<file path="src/rtl/freq_gate_ctrl.sv">
// Gated frequency counter: counts sig_in rising edges over a fixed sysclk window
// and latches the 4-digit BCD result, overflow flag and range at the end of each window.
module freq_gate_ctrl #(
    parameter int GATE_LONG  = 100000000,
    parameter int GATE_SHORT = 10000000
) (
    input  logic        sysclk,
    input  logic        rst,
    input  logic        modecontrol,
    input  logic        sig_in,
    output logic [15:0] bcd_out,
    output logic        overflow,
    output logic        range_out,
    output logic        valid,
    output logic        gate_active
);

    typedef enum logic [1:0] {
        ST_CLEAR = 2'd0,
        ST_GATE  = 2'd1,
        ST_LATCH = 2'd2
    } state_t;

    localparam logic [31:0] LONG_LAST  = 32'(GATE_LONG - 1);
    localparam logic [31:0] SHORT_LAST = 32'(GATE_SHORT - 1);

    state_t      state_r;
    state_t      state_next_s;
    logic        sync1_r;
    logic        sync2_r;
    logic        prev_r;
    logic        edge_r;
    logic [31:0] timer_r;
    logic [15:0] cnt_r;
    logic        ovf_r;
    logic        range_r;
    logic [31:0] gate_last_s;
    logic        timer_done_s;

    // Cascaded BCD increment; a digit at 9 wraps and carries upward.
    function automatic logic [15:0] bcd_inc(input logic [15:0] v);
        logic [15:0] r;
        logic        carry;
        r     = v;
        carry = 1'b1;
        for (int i = 0; i < 4; i++) begin
            if (carry) begin
                if (r[4*i +: 4] == 4'd9) begin
                    r[4*i +: 4] = 4'd0;
                end else begin
                    r[4*i +: 4] = r[4*i +: 4] + 4'd1;
                    carry       = 1'b0;
                end
            end else begin
                carry = 1'b0;
            end
        end
        return r;
    endfunction

    assign gate_last_s  = range_r ? SHORT_LAST : LONG_LAST;
    assign timer_done_s = (timer_r == gate_last_s);
    assign gate_active  = (state_r == ST_GATE);

    // Two-flop synchronizer followed by a registered rising-edge strobe.
    always_ff @(posedge sysclk or posedge rst) begin
        if (rst) begin
            sync1_r <= 1'b0;
            sync2_r <= 1'b0;
            prev_r  <= 1'b0;
            edge_r  <= 1'b0;
        end else begin
            sync1_r <= sig_in;
            sync2_r <= sync1_r;
            prev_r  <= sync2_r;
            edge_r  <= sync2_r & ~prev_r;
        end
    end

    // FSM state register.
    always_ff @(posedge sysclk or posedge rst) begin
        if (rst) begin
            state_r <= ST_CLEAR;
        end else begin
            state_r <= state_next_s;
        end
    end

    // Next-state logic: one CLEAR cycle, the gate window, one LATCH cycle.
    always_comb begin
        state_next_s = state_r;
        case (state_r)
            ST_CLEAR: state_next_s = ST_GATE;
            ST_GATE: begin
                if (timer_done_s) begin
                    state_next_s = ST_LATCH;
                end else begin
                    state_next_s = ST_GATE;
                end
            end
            ST_LATCH: state_next_s = ST_CLEAR;
            default:  state_next_s = ST_CLEAR;
        endcase
    end

    // Window datapath: timer, saturating BCD counter, sticky overflow and range capture.
    always_ff @(posedge sysclk or posedge rst) begin
        if (rst) begin
            timer_r <= 32'd0;
            cnt_r   <= 16'h0000;
            ovf_r   <= 1'b0;
            range_r <= 1'b0;
        end else begin
            case (state_r)
                ST_CLEAR: begin
                    timer_r <= 32'd0;
                    cnt_r   <= 16'h0000;
                    ovf_r   <= 1'b0;
                    range_r <= modecontrol;
                end
                ST_GATE: begin
                    timer_r <= timer_r + 32'd1;
                    if (edge_r) begin
                        if (cnt_r == 16'h9999) begin
                            ovf_r <= 1'b1;
                        end else begin
                            cnt_r <= bcd_inc(cnt_r);
                        end
                    end
                end
                default: begin
                    timer_r <= timer_r;
                end
            endcase
        end
    end

    // Result registers change only when leaving LATCH; valid pulses with them.
    always_ff @(posedge sysclk or posedge rst) begin
        if (rst) begin
            bcd_out   <= 16'h0000;
            overflow  <= 1'b0;
            range_out <= 1'b0;
            valid     <= 1'b0;
        end else if (state_r == ST_LATCH) begin
            bcd_out   <= cnt_r;
            overflow  <= ovf_r;
            range_out <= range_r;
            valid     <= 1'b1;
        end else begin
            valid     <= 1'b0;
        end
    end

endmodule
</file>
<file path="config.mk">
export PLATFORM = sky130hd
export DESIGN_NAME = freq_gate_ctrl
export DESIGN_NICKNAME = d
export VERILOG_FILES = /design/src/rtl/freq_gate_ctrl.sv
export SDC_FILE = /design/constraint.sdc
export NUM_CORES = 1
export LEC_CHECK = 0
export BUFFER_PORTS_ARGS = -buffer_cell sky130_fd_sc_hd__clkbuf_2
export CORE_MARGIN = 2
export CORE_UTILIZATION = 29
export CTS_BUF_LIST = sky130_fd_sc_hd__clkbuf_4
export CTS_CLUSTER_SIZE = 40
export DETAILED_ROUTE_END_ITERATION = 8
export GPL_TIMING_DRIVEN = 0
export PLACE_DENSITY_LB_ADDON = 0.12
export SYNTH_ARGS = -nofsm -noshare
export SYNTH_HDL_FRONTEND = slang
export SYNTH_SLANG_ARGS = --single-unit
</file>
<file path="constraint.sdc">
create_clock -name sysclk -period 2.5 [get_ports sysclk]
set_input_delay 0.375 -clock sysclk [delete_from_list [all_inputs] [get_ports sysclk]]
set_output_delay 0.375 -clock sysclk [all_outputs]
set_load 0.005 [all_outputs]
</file>
-- Word-level counts from Yosys, hierarchy flattened
Cells that the tools add are included.
- register bits after elaboration: 75
- input bits: 4
- output and inout port bits: 20
- word-level logic and storage cells: 76
- add/sub/neg operators: 5
- eq/ne operators: 14
- multiplexer cells: 32
- bitwise operators: 2
- reduce and logical (&&, ||, !) cells: 7
- operators with widths (operator ; count):
    one-hot mux 32 bit (2 select lines) ; 1
    adder 32 x 1 -> 32 bit (second input constant) ; 1
    equality test 32 x 27 -> 1 bit ; 1
    two-way mux 16 bit ; 2
    one-hot mux 16 bit (2 select lines) ; 1
    two-way mux 4 bit ; 7
    two-way mux 27 bit ; 1
    two-way mux 1 bit ; 17
    adder 4 x 1 -> 4 bit (second input constant) ; 4
    equality test 16 bit (second input constant) ; 1
    equality test 4 bit (second input constant) ; 4
    AND reduction 4 bit ; 3
    != test 2 x 1 -> 1 bit (second input constant) ; 5
    AND reduction 3 bit ; 2
    one-hot mux 2 bit (2 select lines) ; 1
    equality test 2 x 1 -> 1 bit (second input constant) ; 1
    equality test 2 bit (second input constant) ; 1
    zero test 2 bit ; 1
    two-way mux 2 bit ; 1
    != test 2 bit (second input constant) ; 1
    one-hot mux 1 bit (2 select lines) ; 1
    nonzero test 2 bit ; 1
    bitwise AND 1 bit ; 1
    NOT 1 bit ; 1

-- Depth between registers and ports, before layout
Gate-level depths: netlist of run 1.
- depth in word-level cells: 17
- mapped depth: 8

-- Least setup slack after synthesis of run 1
No wires, ideal clock.
- kind: flip-flop to flip-flop
- start: reg timer_r[0]
- end: reg timer_r[22]
- setup time: 0.140 ns
- arrival: 1.827 ns
- slack: 0.534 ns
- cell stages (with the launch flop): 7
- period minus slack after synthesis: 1.966 ns
- path through: dfrtp_1 ha_1 nand3_1 or4_1 buf_2 o311ai_0 o41ai_1
- cells in the longest elaborated chain, start to end: 2
- ends and longest elaborated chain (item ; RTL line ; RTL):
    start: declaration ; 33 ; logic [31:0] timer_r;
    start signal: assignment ; 122 ; timer_r <= timer_r + 32'd1;
    start signal: assignment ; 132 ; timer_r <= timer_r;
    adder 32 x 1 -> 32 bit ; 122 ;
    one-hot mux 32 bit (2 select lines) ; 114 ; case (state_r)
Every way passes these cells.
A chain may end at the register's enable or synchronous reset.

-- Worst setup path in the final report of run 1
- start: reg state_r[0]
- end: out gate_active
- cells in the longest elaborated chain, start to end: 1
- ends and longest elaborated chain (item ; RTL line ; RTL):
    start: declaration ; 27 ; state_t state_r;
    start signal: assignment ; 85 ; state_r <= state_next_s;
    equality test 2 x 1 -> 1 bit ; 63 ; assign gate_active = (state_r == ST_GATE);
    end: declaration ; 15 ; output logic gate_active
Every way passes these cells.

==> metrics.txt, run 1 <==
status complete, no violations; Worst Path Max Fanout 9; Distinct cells, synth 57; worst clock skew ~13 ps; Initial DRT Pass Iterations 4; via count of the routed design 3151; Num CTS Buffers 9; Mapped Area 3851 sq um; CP Data Required Time 2120 ps; first-pass GRT wire length 16.53 mm; core box area between 10000 and 15000 sq um; worst vdd ir 0.2433 mV; FFs w/ async S/R, synth 1.000; Seq cells post-synth between 70 and 80; top post-synthesis cells by area dfrtp_1 49%, nand2_1 5.1%, mux2_2 4.1%, ha_1 2.9%, o21ai_0 2.7%; Root Buffer clkbuf_4; footprint of the multi-input gates 1844 sq um; Die Area 14220 sq um; P_leak 1.982 nW; slew at the pin with the worst max-slew slack 677.8 ps; overall routing resource usage 0.1492; largest net degree at the start of global routing 45; setup_tns 0 ps; Synth top area share 0.4873; Main synth FF type dfrtp_1; RSZ-0062 raised after global routing no; HP Class in -> reg; slowest stage delay, CP 400 ps; fin crit share 0.9252; Antenna Nets Post-Route 0; min Tclk post-route 2313 ps; post-synthesis sequential area ratio 0.4873; H-tree Lvls 3; Final setup viols 0; Via density 5.174; Slew Limit Fails 0; Post-synth EDFFs 0; Max-Slew Margin vs Limit 0.5440; row cnt 42; Yosys warning total 0; Layout Nets 443; Chip Width roughly 120 um; Worst EP arrival roughly 1900 ps; Detail Placement HPWL around 7.0 mm; Synth Instances 393; endpoint class of the critical path output port; post-synth top area cell dfrtp_1; Hold Vio Cnt, Final 0; GRT Residual Overflow 0; Most Frequent Cell on Critical Path clkbuf_1; fill count 1363; Reg clk slew, reported paths 130 ps; DRC Markers 0; Post-synth top cells 75 x dfrtp_1, 52 x nand2_1, 24 x nor2_1, 21 x inv_1, 21 x o21ai_0; Die Span Y 119.2 um; 1st-iter DRT viols 150; fmax 0.4324 GHz; Post-Syn Nets 406; # port buffers 23; antenna cells 0; most frequent cell after synthesis dfrtp_1; final wirelength 10.04 mm; critical path, cell by cell clkbuf_1 > nand2b_1 > clkbuf_1 > clkinvlp_4 > clkbuf_2; Worst Setup Path Type reg -> out; initial antenna violation count 0; DR WL/cell 16.49 um; Starting Density 0.2943; synthesized area per cell just under 10 sq um; Placer Congestion 0.8263; Clk Latency, worst-skew pair 460 ps; critical path's slowest cell clkbuf_1; startpoint class of the critical path flop; CTS Sinks between 70 and 80; Final Power 0.002193 W; Reg area 1877 sq um; MaxCap Viol Count 0; area grow syn2layout 14.23%; num ports 24; CTS tree done; proportion of layout cells with a drive suffix above 1 0.1640; vias in the first global route 3114; clk buf depth 2; Power Density 498.6 nW/um^2
## power by group
| group | internal, W | switching, W | leakage [nW] |
|---|---|---|---|
| clock network | 0.000290 | 0.000454 | 0.0575 |
| logic | 0.0000668 | 0.0000799 | 0.909 |
| registers | 0.00125 | 0.0000497 | 1.02 |
## cell families after synthesis
kind of cell / Yosys count / synth area share
xor gates and xnor gates: 5 / 0.01137
and+or+nand+nor: 159 / 0.2229
buffers and inverters: 39 / 0.04191
muxes: 16 / 0.04613
adders and majority gates: 9 / 0.02924
AOI/OAI and AO/OA: 90 / 0.1611
DFF: 75 / 0.4873
## final cells by class
class                   instances  area share
inverters                      21     0.01934
clock inverters                 5     0.01280
well taps                     176     0.05006
repair buffers                 27     0.03868
clock buffers                   9     0.01536
multi-input cells             279      0.4192
flip-flops and latches         75      0.4266
plain buffers                  17     0.01792
## routing by layer
| metal | share of wire | global-route usage |
|---|---|---|
| met2 | 0.48 | 0.2396 |
| met1 | 0.46 | 0.1936 |
| met4 | 0.021 | 0.06994 |
| met5 | 0 | 0 |
| met3 | 0.037 | 0.02874 |
## critical path, delay by kind of cell, from the launching register on
family                 cells  cell delay [ps]
buffers and inverters      4              980
DFF                        1              380
and+or+nand+nor            1              130
## final timing paths
check,start,endpoint,slack [ps],cells after the start
worst min register to register,sync1_r,sync2_r,380,0
max in group asynchronous,rst,cnt_r[14],1440,4
min in group asynchronous,rst,bcd_out[0],470,3
worst max-delay path,state_r[0],gate_active,190,5
worst min-delay path,modecontrol,range_r,120,3
worst max register to register,timer_r[2],timer_r[21],230,5
## sequential cells by signal, indices dropped and copies added (netlist names), 2 cells and up
signal / count
bcd_out: 16
state_r: 2
cnt_r: 16
timer_r: 32
## timing repair
action                                 4_1_cts  5_1_grt
endpoints found under the hold margin       32        0
pin swaps                                    0        0
hold buffers                                 2        0
resized for setup                            1        6
buffers inserted                             1        0
setup endpoints to repair                    1        8
## placed cells by master, fill, tap and decap left out, types with 8 or more instances in the layout
cell type / synthesis / layout
clkbuf_1: 12 / 11
ha_1: 9 / 9
o21ai_0: 21 / 21
a21oi_1: 15 / 15
nor4_1: 10 / 9
dfrtp_1: 75 / 75
nor3_1: 8 / 8
clkbuf_4: 0 / 9
inv_1: 21 / 19
nand2_1: 52 / 51
mux2_2: 14 / 14
clkbuf_2: 1 / 24
nor2_1: 24 / 24
nand3_1: 14 / 13
## stage by stage
step / utilization / hold slack [ps] / worst slack (ps) / instances / cell area (sq um)
2_1_floorplan: - / 331.2 / 215.0 / 393 / 3851
3_5_place_dp: 0.3222 / 335.5 / 136.7 / 593 / 4217
3_3_place_gp: 0.3199 / 344.7 / -915.3 / 592 / 4187
6_report: 0.3362 / 117.3 / 187.1 / 609 / 4399
4_1_cts: 0.3338 / 92.13 / 96.12 / 609 / 4368
5_1_grt: 0.3362 / 119.7 / 41.26 / 609 / 4399
Power figures use the tool's default switching activity.
==> inputs of run 2 (changes only) <==
- REMOVE_ABC_BUFFERS: default -> 1
==> run 2 against run 1 <==
Die area unchanged. Sequential power about the same. Design area down 1.8%. Critical path depth down 2. Setup slack worse by 32 ps. Fmax down 1.4%. Non-clock buffer count down 18. Clock power up 2.7%. Utilization down 0.60 points. Count of clock-buffer cells in the layout unchanged. Critical path type unchanged. Largest cell class unchanged.
==> metrics.txt, run 2 (synthesis results as in run 1) <==
R2R Path Start state_r[1]; worst vdd ir 0.3479 mV (+43%); Power Density 510.8 nW/um^2 (+2.4%); Via density 5.189 (+0.29%); proportion of layout cells with a drive suffix above 1 0.1679 (+0.003893); Detail Placement HPWL 6.170 mm (-12%); Layout Nets 425 (-4.1%); final wirelength 9.088 mm (-9.5%); Top reg by flops timer_r; DRC Markers 0 (unchanged); slew at the pin with the worst max-slew slack 986.3 ps (+308.5 ps); CTS Sinks 75 (unchanged); Post-DP Area 4148 sq um (-1.6%); Die Area 14220 sq um (unchanged); max reg flops 32 (unchanged); Num CTS Buffers 9 (unchanged); 1st-iter DRT viols 127 (-15%); num ports 24 (unchanged); row cnt 42 (unchanged); Worst Setup Path Type reg -> out; Slew Limit Fails 0 (unchanged); Final Power 0.002207 W (+0.60%); endpoint class of the critical path output port; Largest regs timer_r (32), bcd_out (16), cnt_r (16); commonest cells after routing, fill and taps aside 73 x dfrtp_1, 52 x nand2_1, 24 x nor2_1; initial antenna violation count 0 (unchanged); vias in the first global route 3044 (-2.2%); fin crit share 0.9380 (+0.01284); fmax 0.4264 GHz (-1.4%); Reg clk slew, reported paths 130 ps (about the same); most common cell after layout, fill and taps aside dfrtp_1; Chip Width 119.2 um (unchanged); startpoint class of the critical path flop; Die Span Y 119.2 um (unchanged); Placer Congestion 0.7949 (-3.8%); P_leak 1.939 nW (-2.2%); first-pass GRT wire length 15.60 mm (-5.6%); Worst Reg-to-Reg Cells 4 (-1); Max-Slew Margin vs Limit 0.3409 (-0.2031); CTS tree done; DR WL/cell 15.33 um (-7.1%); status complete, no violations; Core Util, Final 0.3302 (-0.006024); Final setup viols 0 (unchanged); GRT Residual Overflow 0 (unchanged); largest net degree at the start of global routing 52 (+16%); setup_tns 0 ps (unchanged); Hold Vio Cnt, Final 0 (unchanged); hold depth 1 (-2); via count of the routed design 3077 (-2.3%); Worst Path Max Fanout 23 (+14); Antenna Nets Post-Route 0 (unchanged); overall routing resource usage 0.1372 (-0.01201); core box area 13090 sq um (unchanged); worst clock skew 10.05 ps (-2.668 ps); HP Class in -> reg; H-tree Lvls 3 (unchanged); min-delay src sig_in; MaxCap Viol Count 0 (unchanged); RSZ-0062 raised after global routing no; CP Data Required Time 2120 ps (about the same); antenna cells 0 (unchanged); Starting Density 0.2943 (unchanged); min Tclk post-route 2345 ps (+32.10 ps); clk buf depth 2 (unchanged); Clk Latency, worst-skew pair 430 ps (-30 ps); Initial DRT Pass Iterations 5 (+1); # port buffers 23 (unchanged); area grow syn2layout 12.18%; Finished Cell Area 4320 sq um (-1.8%); Root Buffer clkbuf_4; Worst EP arrival 1970 ps (+30 ps); Crit. Startpoint state_r[1]
[run 2: per-stage QoR]
stage | std cells | hold slack (ps) | setup WS (ps)
3_3_place_gp | 574 | 342.1 | -905.6
3_5_place_dp | 576 | 342.7 | -416.2
5_1_grt | 593 | 8.256 | 33.89
4_1_cts | 593 | 6.276 | 48.29
2_1_floorplan | 375 | 331.2 | 159.2
6_report | 593 | 46.11 | 155.0
[run 2: power by group]
part           internal [W]  switching [W]  leakage, nW
combinational     0.0000658      0.0000763        0.854
clock              0.000301       0.000463       0.0717
sequential          0.00125      0.0000475         1.01
total               0.00162       0.000587         1.94
[run 2: final timing paths]
kind | end | slack [ps]
max | gate_active | 150
min | sync1_r | 50
min in group asynchronous | range_r | 450
min reg2reg | sync2_r | 380
max in group asynchronous | state_r[1] | 1480
max reg2reg | timer_r[15] | 220
[run 2: critical path, stage by stage (launching register included)]
cell and delay [ps]:
dfrtp_4 610, nand2b_4 360, clkinvlp_4 350, clkbuf_2 210
[run 2: per-layer routing]
| layer | up-vias | wire length, um | global-route usage |
|---|---|---|---|
| met2 | 43 | 4265 | 0.2152 |
| li1 | 1494 | - | - |
| met1 | 1523 | 4377 | 0.1890 |
| met5 | - | 0 | 0 |
| met4 | 0 | 209 | 0.06027 |
| met3 | 17 | 236 | 0.01868 |
[run 2: repair_timing]
action / 4_1_cts / 5_1_grt
hold buffers: 1 / 0
endpoints found under the setup margin: 15 / 7
gates resized for setup: 5 / 3
buffers inserted: 0 / 0
hold endpoints to repair: 24 / 0
[run 2: final cells by class]
cell class / instances / area (sq um)
Clock buffer: 9 / 67.56
Clock inverter: 7 / 68.82
Fill cell: 1368 / 8765
Inverter: 21 / 85.08
Multi-Input combinational cell: 279 / 1837
Sequential cell: 75 / 1882
Tap cell: 176 / 220.2
Timing Repair Buffer: 26 / 160.2
==> inputs of run 3 (changes only) <==
- ABC_AREA: default -> 1
==> run 3 against run 2 <==
Fmax increased by 4.8%. Setup slack improved by 110 ps. Final cell count increased by 29%. Routed wire length increased by 13%. Via count increased by 14%. Register-to-register slack improved by 350 ps. Critical path type unchanged. Highest routed layer unchanged. Die area increased by 5.7%. Sequential power about the same. Global-route usage increased by 1.2 points. Utilization increased by 0.065 points. Design area increased by 5.9%. Critical endpoint unchanged.
==> metrics.txt, run 3 <==
status complete, no violations; critical path's slowest cell dfrtp_2; Starting Density 0.2949 (+0.0005853); clk buf depth 2 (unchanged); fmax 0.4468 GHz (+4.8%); Layout Nets 593 (+40%); endpoint class of the critical path output port; PnR worst setup slack 261.7 ps (+106.7 ps); Main synth FF type dfrtp_1; fill count 1514 (+11%); Chip Width 122.6 um (+2.8%); CTS Sinks 75 (unchanged); synthesized area per cell 7.387 sq um (-25%); RSZ-0062 raised after global routing no; Antenna Nets Post-Route 0 (unchanged); post-synthesis sequential area ratio 0.4603 (-0.02707); most frequent cell after synthesis nand2_1; DR WL/cell 13.44 um (-12%); Placer Congestion 0.8368 (+5.3%); Buf/Inv on CP 3 (+1); FFs w/ async S/R, synth 1.000 (unchanged); sw frac 0.2640 (-0.001893); Die Area 15030 sq um (+5.7%); Distinct cells, synth 27 (-53%); max reg flops 32 (unchanged); P_leak 2.145 nW (+11%); Core Util, Final 0.3308 (+0.0006520); Num CTS Buffers 9 (unchanged); Max-Slew Margin vs Limit 0.3836 (+0.04269); final wirelength 10.29 mm (+13%); row cnt 43 (+2.4%); Logic pwr share 0.077 (+0.013); Detail Placement HPWL 7.412 mm (+20%); Hold Vio Cnt, Final 0 (unchanged); HP Class in -> reg; Seq cells post-synth 75 (unchanged); Largest regs timer_r (32), bcd_out (16), cnt_r (16); Worst EP arrival 1860 ps (-110 ps); Post-synth EDFFs 0 (unchanged); DRC Markers 0 (unchanged); clock group share of total power 0.371 (+0.025); top post-synthesis cells by area dfrtp_1 46%, nand2_1 16%, nor2_1 7.6%, inv_1 4.9%, nand3_1 4.5%; Root Buffer clkbuf_4; CP Data Required Time 2120 ps (about the same); startpoint class of the critical path flop; proportion of layout cells with a drive suffix above 1 0.1162 (-0.05163); post-synth top area cell dfrtp_1; critical path, cell by cell inv_4 > nand2_4 > inv_2 > clkbuf_2; Largest delay share family, worst path buffers and inverters; Synth top area share 0.4603 (-0.02707); Top reg by flops timer_r; Initial DRT Pass Iterations 4 (-1); CTS tree done; MaxCap Viol Count 0 (unchanged); worst clock skew 16.19 ps (+6.142 ps); Die Span Y 122.6 um (+2.8%); Worst Path Max Fanout 19 (-17%); most common cell after layout, fill and taps aside nand2_1; P_sw 0.0006205 W (+5.8%); slew at the pin with the worst max-slew slack 923.7 ps (-62.66 ps); part of the power in registers 0.552 (-0.038); H-tree Lvls 3 (unchanged); Final setup viols 0 (unchanged); Int Power 0.001730 W (+6.8%); # port buffers 23 (unchanged); commonest cells after routing, fill and taps aside 169 x nand2_1, 83 x nor2_1, 74 x dfrtp_1; largest net degree at the start of global routing 58 (+12%); fin crit share 0.8953 (-0.04268); Reg clk slew, reported paths 130 ps (about the same); overall routing resource usage 0.1494 (+0.01224); Slew Limit Fails 0 (unchanged); num ports 24 (unchanged); Power Density 513.9 nW/um^2 (+0.61%); Worst Setup Path Type reg -> out; GRT Residual Overflow 0 (unchanged); 1st-iter DRT viols 185 (+46%); first-pass GRT wire length 17.13 mm (+9.8%); core box area 13830 sq um (+5.7%); min Tclk post-route 2238 ps (-106.7 ps); pre-CTS setup slack 262.7 ps (+678.9 ps); Via density 4.582 (-12%); slowest stage delay, CP 580 ps (-30 ps); Post-synth top cells 169 x nand2_1, 83 x nor2_1, 75 x dfrtp_1, 53 x inv_1, 37 x nand3_1; Yosys warning total 0 (unchanged); Synth Instances 552 (+40%); initial antenna violation count 1 (+1); worst vdd ir 0.2352 mV (-32%); via count of the routed design 3510 (+14%); vias in the first global route 3409 (+12%); area grow syn2layout 12.18% (about the same); Clk Latency, worst-skew pair 450 ps (+20 ps); Mapped Area 4078 sq um (+5.9%)
## run 3: path summary, 6_finish.rpt
path / start / endpoint / slack (ps) / cells after the start
max: state_r[1] / gate_active / 260 / 4
min: modecontrol / range_r / 160 / 3
max reg2reg: state_r[1] / bcd_out[15] / 570 / 5
min reg2reg: sync1_r / sync2_r / 360 / 0
max in group asynchronous: rst / cnt_r[6] / 1500 / 4
min in group asynchronous: rst / timer_r[12] / 400 / 3
## run 3: metrics by stage
stage | total power [W] | TNS (ps) | hold WS [ps] | cell area, sq um | std cells
detailed placement | 0.001505 | 0 | 335.6 | 4392 | 747
finish | 0.002351 | 0 | 157.4 | 4574 | 766
global route | 0.002470 | 0 | 144.2 | 4574 | 766
CTS | 0.002391 | 0 | 129.5 | 4572 | 765
floorplan | 0.001451 | 0 | 331.2 | 4021 | 543
global placement | 0.001494 | -69060 | 333.4 | 4362 | 746
## run 3: power groups by stage
| stage | combinational [W] | clock, W | sequential (W) |
|---|---|---|---|
| 4_1_cts | 0.000188 | 0.000906 | 0.00130 |
| 5_1_grt | 0.000220 | 0.000948 | 0.00130 |
| 2_1_floorplan | 0.000141 | 0 | 0.00131 |
| 3_5_place_dp | 0.000184 | 0 | 0.00132 |
| 6_report | 0.000182 | 0.000872 | 0.00130 |
| 3_3_place_gp | 0.000176 | 0 | 0.00132 |
## run 3: logic make-up (layout without fill, tap and decap cells)
kind of cell,count (synthesis),after routing,synth area share
simple gates,333,333,0.3538
buf+inv,68,101,0.06873
compound gates,60,60,0.07456
fa+ha+maj,9,9,0.02762
xor+xnor,7,7,0.01504
other cells,0,1,0
flops,75,75,0.4603
## run 3: final cells by class
class / count / area, sq um / share of cell area
antenna: 1 / 2.502 / 0.0005470
sequential: 75 / 1878 / 0.4106
inverter: 59 / 226.5 / 0.04951
multi-input combinational: 409 / 1921 / 0.4199
clock buffer: 9 / 67.56 / 0.01477
tap: 180 / 225.2 / 0.04923
timing repair buffer: 26 / 162.7 / 0.03556
clock inverter: 7 / 91.34 / 0.01997
## run 3: worst reg2reg max path, delay by kind of cell, from the launching register on
family          cells  cell delay [ps]
buf+inv             2              920
flops               1              580
simple gates        2              230
compound gates      1              110
## run 3: per-layer routing
metal	part of all wire	vias to the layer above	GRT usage
met4	0.019	0	0.06466
met2	0.44	55	0.2326
li1	-	1810	-
met5	0	-	0
met3	0.035	13	0.02463
met1	0.51	1632	0.2050
## run 3: timing repair
action                                 4_1_cts  5_1_grt
endpoints found under the hold margin       19        0
gates resized for setup                      1        0
hold buffers                                 2        0
setup endpoints to repair                    1        0
buffers inserted                             0        0
